## config.mk

```make
export PLATFORM = sky130hd
export DESIGN_NAME = dst7_32_in_gather_flat
export DESIGN_NICKNAME = d
export VERILOG_FILES = /design/src/rtl/dst7_32_in_gather_if.sv /design/src/rtl/dst7_32_in_gather.sv /design/src/flat_wrapper.sv
export SDC_FILE = /design/constraint.sdc
export NUM_CORES = 1
export LEC_CHECK = 0
export ABC_AREA = 1
export BUFFER_PORTS_ARGS = -buffer_cell sky130_fd_sc_hd__buf_2
export CAP_MARGIN = 40
export CORE_MARGIN = 5
export CORE_UTILIZATION = 31
export DETAILED_ROUTE_END_ITERATION = 10
export GPL_ROUTABILITY_DRIVEN = 0
export PLACE_DENSITY = 0.56
export RECOVER_POWER = 50
export SLEW_MARGIN = 30
export SYNTH_ARGS = -nofsm -noshare
export SYNTH_HDL_FRONTEND = slang
export SYNTH_SLANG_ARGS = --single-unit
```

## constraint.sdc

```tcl
create_clock -name clk -period 3.7 [get_ports clk]
set_input_delay 0.185 -clock clk [delete_from_list [all_inputs] [get_ports clk]]
set_output_delay 0.185 -clock clk [all_outputs]
set_load 0.1 [all_outputs]
```

## src/rtl/dst7_32_in_gather_if.sv

```systemverilog
// Handshake bundle between the residual producer, the gather stage and the DST-VII core.
// Input beats arrive on in_*; complete vectors leave on out_*.
interface dst7_32_in_gather_if #(
  parameter int N     = 32,
  parameter int W     = 9,
  parameter int LANES = 4
);
  logic                 in_valid;
  logic                 in_ready;
  logic [LANES*W-1:0]   in_data;
  logic                 in_last;
  logic                 out_valid;
  logic                 out_ready;
  logic [N*W-1:0]       out_x;
  logic                 err_len;

  modport master (
    output in_valid, in_data, in_last, out_ready,
    input  in_ready, out_valid, out_x, err_len
  );

  modport slave (
    input  in_valid, in_data, in_last, out_ready,
    output in_ready, out_valid, out_x, err_len
  );
endinterface

```

## src/rtl/dst7_32_in_gather.sv

```systemverilog
// Double-buffered gather of LANES-wide residual beats into N-sample vectors for the DST-VII core.
// One bank fills while the other is held on out_x until the consumer takes it.
module dst7_32_in_gather #(
  parameter int N     = 32,
  parameter int W     = 9,
  parameter int LANES = 4
) (
  input  logic                 clk,
  input  logic                 rst,
  dst7_32_in_gather_if.slave   bus
);
  localparam int BEATS = N / LANES;
  localparam int CW    = (BEATS > 1) ? $clog2(BEATS) : 1;
  localparam int IW    = (N > 1) ? $clog2(N) : 1;
  localparam logic [CW-1:0] LAST_BEAT = CW'(BEATS - 1);

  logic [W-1:0]  r_bank [2][N];
  logic          r_wr_bank;
  logic          r_rd_bank;
  logic [CW-1:0] r_beat_cnt;
  logic [1:0]    r_full_cnt;
  logic          r_err_len;

  logic          w_accept;
  logic          w_last_beat;
  logic          w_fill;
  logic          w_pop;
  logic          w_frame_bad;
  logic [CW-1:0] w_beat_next;
  logic [1:0]    w_full_next;

  // Ready depends only on registered occupancy, never on out_ready.
  assign bus.in_ready  = (r_full_cnt != 2'd2);
  assign bus.out_valid = (r_full_cnt != 2'd0);
  assign bus.err_len   = r_err_len;

  always_comb begin
    w_accept    = bus.in_valid && (r_full_cnt != 2'd2);
    w_last_beat = (r_beat_cnt == LAST_BEAT);
    w_fill      = w_accept && w_last_beat;
    w_pop       = (r_full_cnt != 2'd0) && bus.out_ready;
    w_frame_bad = w_accept && (bus.in_last != w_last_beat);
    w_beat_next = r_beat_cnt;
    if (w_accept) begin
      w_beat_next = w_last_beat ? '0 : r_beat_cnt + 1'b1;
    end
    w_full_next = r_full_cnt;
    case ({w_fill, w_pop})
      2'b10:   w_full_next = r_full_cnt + 2'd1;
      2'b01:   w_full_next = r_full_cnt - 2'd1;
      default: w_full_next = r_full_cnt;
    endcase
  end

  always_ff @(posedge clk or posedge rst) begin
    if (rst) begin
      r_wr_bank  <= 1'b0;
      r_rd_bank  <= 1'b0;
      r_beat_cnt <= '0;
      r_full_cnt <= 2'd0;
      r_err_len  <= 1'b0;
    end else begin
      r_beat_cnt <= w_beat_next;
      r_full_cnt <= w_full_next;
      if (w_fill) begin
        r_wr_bank <= ~r_wr_bank;
      end
      if (w_pop) begin
        r_rd_bank <= ~r_rd_bank;
      end
      if (w_frame_bad) begin
        r_err_len <= 1'b1;
      end
    end
  end

  // Bank storage is never reset; a partial frame is simply overwritten by the next one.
  always_ff @(posedge clk) begin
    if (w_accept) begin
      for (int k = 0; k < LANES; k++) begin
        r_bank[r_wr_bank][IW'(int'(r_beat_cnt) * LANES + k)] <= bus.in_data[k*W +: W];
      end
    end
  end

  generate
    for (genvar gi = 0; gi < N; gi++) begin : g_out
      assign bus.out_x[gi*W +: W] = r_bank[r_rd_bank][gi];
    end
  endgenerate
endmodule

```

## src/flat_wrapper.sv

```systemverilog
// flat-port wrapper written by rule: the top's interface ports become plain ports
module dst7_32_in_gather_flat 
#(
  parameter int N     = 32,
  parameter int W     = 9,
  parameter int LANES = 4
)
  (clk, rst, bus_in_valid, bus_in_data, bus_in_last, bus_out_ready, bus_in_ready, bus_out_valid, bus_out_x, bus_err_len);
  dst7_32_in_gather_if #(.N(N), .W(W), .LANES(LANES)) bus_i ();
  input  logic clk;
  input  logic rst;
  input wire logic [$bits(bus_i.in_valid)-1:0] bus_in_valid;
  input wire logic [$bits(bus_i.in_data)-1:0] bus_in_data;
  input wire logic [$bits(bus_i.in_last)-1:0] bus_in_last;
  input wire logic [$bits(bus_i.out_ready)-1:0] bus_out_ready;
  output wire logic [$bits(bus_i.in_ready)-1:0] bus_in_ready;
  output wire logic [$bits(bus_i.out_valid)-1:0] bus_out_valid;
  output wire logic [$bits(bus_i.out_x)-1:0] bus_out_x;
  output wire logic [$bits(bus_i.err_len)-1:0] bus_err_len;
  assign bus_i.in_valid = bus_in_valid;
  assign bus_i.in_data = bus_in_data;
  assign bus_i.in_last = bus_in_last;
  assign bus_i.out_ready = bus_out_ready;
  assign bus_in_ready = bus_i.in_ready;
  assign bus_out_valid = bus_i.out_valid;
  assign bus_out_x = bus_i.out_x;
  assign bus_err_len = bus_i.err_len;
  dst7_32_in_gather #(.N(N), .W(W), .LANES(LANES)) u_core (.clk(clk), .rst(rst), .bus(bus_i));
endmodule
```

==> out/metrics.csv <==
metric,value,unit
pin count of the biggest net entering global routing,162,
Core Rows,99,
initial drt markers,1455,
RSZ-0062 raised after global routing,false,
initial antenna violation count,2,
cts bufs inserted,66,
clock latency at the later pin of the worst-skew pair,610,ps
Syn Area/Cell,11.69,um2
Worst Skew,24.36,ps
# fillers,7106,
fin crit share,81.93,%
measured slew at the worst slew-check pin,2751,ps
WP data required,3940,ps
CP Class,reg2reg,
Ys Warns,0,
"Seq/Total Area, Yosys",76.23,%
port buffer count,331,
asr flop ratio synth,1.370,%
fmax,329.9,MHz
Die X,282.1,um
WL final,62650,um
Sink Count,584,
DRC errors left,0,
Non-Filler Instances,3488,
nets@finish,2522,
# diodes,0,
Mapped Area,22950,um2
pre-CTS setup slack,951.5,ps
final worst setup slack,668.6,ps
Mapped Cells,1963,
H-tree depth,3,
vias post-DR,14983,
post-CTS resize count,0,
Critical Path Source Type,register,
"EDFF count, synth",576,
Yosys cell types,23,
post-route ant nets,0,
worst min path class,in2reg,
Placed Instances,3366,
io pins,332,
postcts setup bufs,0,
minimum clock period,3031,ps
first-pass GRT wire length,90260,um
Final Hold Vio Count,0,
Worst Path Max Fanout,28,
Core Region,73210,um2
share of cells above drive strength 1,17.40,%
DR pass1 iterations,7,
GR Util All Layers,15.29,%
Clk Tree Root Cell,clkbuf_16,
"CTS clk-pin slew, worst paths",60,ps
Max-Cap Viols,7,
Area Growth Syn to Fin,23.77,%
status,"complete, but fails checks",
die height,282.1,um
crit end category,register,
post-DP HPWL,41360,um
final core area utilization,38.81,%
total die area,79590,um2
failing checks,"max-capacitance violations, max-slew violations",
dominant synthesized flop cell,edfxtp_1,
Slew Limit Headroom,-83.41,%
CTS max path bufs,3,
number of global-route vias before repair,14609,
CP arrival,3280,ps
fin. max-slew vios,238,
Multi-input gate area,5683,um2
FF+latch area,17500,um2
wire length per cell,17.96,um
"FF+latch count, synth",584,
CTS tree,done,
GRT overflow,0,
Finish-stage setup viols,0,
Initial Util,31.35,%
DR vias/cell,4.296,
final setup TNS,0,ps
==> cell usage after synthesis, types with 4 or more instances <==
cell / count / share of area [%]
buf_1: 4 / 0.065
buf_2: 35 / 0.76
buf_4: 6 / 0.20
clkbuf_1: 154 / 2.5
dfrtp_1: 8 / 0.87
edfxtp_1: 576 / 75
inv_1: 9 / 0.15
nand2_1: 1056 / 17
nand3_1: 84 / 1.8
nor2_1: 8 / 0.13
==> through the flow <==
step           hold WS, ps  instance area [um2]
6_report             82.32                28410
5_1_grt              67.81                28410
4_1_cts              36.79                28490
3_5_place_dp         204.9                26380
3_3_place_gp         191.2                26380
2_1_floorplan       0.6578                24030
==> sequential cells by signal, summed over array words and instances (netlist names) <==
name,flops
u_core.r_full_cnt,2
u_core.r_rd_bank,1
u_core.bus.err_len,1
u_core.r_wr_bank,1
u_core.r_bank,576
u_core.r_beat_cnt,3
==> final timing paths <==
path | start | end | slack, ps | depth (start not counted)
worst max-delay path | u_core.r_full_cnt[0] | u_core.r_bank[0][258] | 670 | 5
worst min-delay path | bus_in_data[28] | u_core.r_bank[0][181] | 80 | 3
worst max register to register | u_core.r_full_cnt[0] | u_core.r_bank[0][258] | 670 | 5
worst min register to register | u_core.bus.err_len | u_core.bus.err_len | 480 | 1
max in group asynchronous | rst | u_core.r_rd_bank | 3240 | 3
min in group asynchronous | rst | u_core.r_beat_cnt[0] | 110 | 3
==> critical path: stages, from the launching register on <==
cell and delay [ps]:
dfrtp_1 390, inv_1 110, a21boi_4 530, nand2_1 410, nor2_1 740, buf_4 500
==> cell usage in the layout, fill, tap and decap left out, drive strengths merged, types with 2 or more instances in the layout <==
cell type and n:
clkinv 22, o21ai 3, edfxtp 576, dfrtp 8, nor2 12, clkinvlp 4, nand3 84, xnor2 2
dlygate4sd3 3, inv 17, bufinv 3, conb 288, buf 339, nand2 1056, ha 3, clkbuf 104
==> cell type report <==
class / count / area share (%)
inverters: 12 / 0.1850
clock inverters: 34 / 1.017
repair buffers: 361 / 6.681
flip-flops and latches: 584 / 61.60
well taps: 959 / 4.224
multi-input cells: 1453 / 20.00
clock buffers: 85 / 6.289
==> what timing repair did <==
| action | in CTS | in global routing |
|---|---|---|
| endpoints found under the setup margin | 0 | 0 |
| endpoints found under the hold margin | 10 | 0 |
| hold buffers | 3 | 0 |
==> layer usage <==
layer	GRT usage, %	share of wire, %
met1	18.19	39
met2	25.00	47
met3	6.099	11
met4	6.126	3.4
met5	0	0.016
==> cell families after synthesis <==
| kind of cell | count (synthesis) | share of synthesized area (%) |
|---|---|---|
| other | 1 | 0.01634 |
| AOI/OAI and AO/OA | 5 | 0.1799 |
| DFF | 584 | 76.23 |
| buffers and inverters | 213 | 3.837 |
| xor gates and xnor gates | 3 | 0.1145 |
| and+or+nand+nor | 1154 | 19.46 |
| adders and majority gates | 3 | 0.1635 |
Power is not shown: default switching activity piles up to over one toggle a cycle in this logic, so the estimate is an artifact.
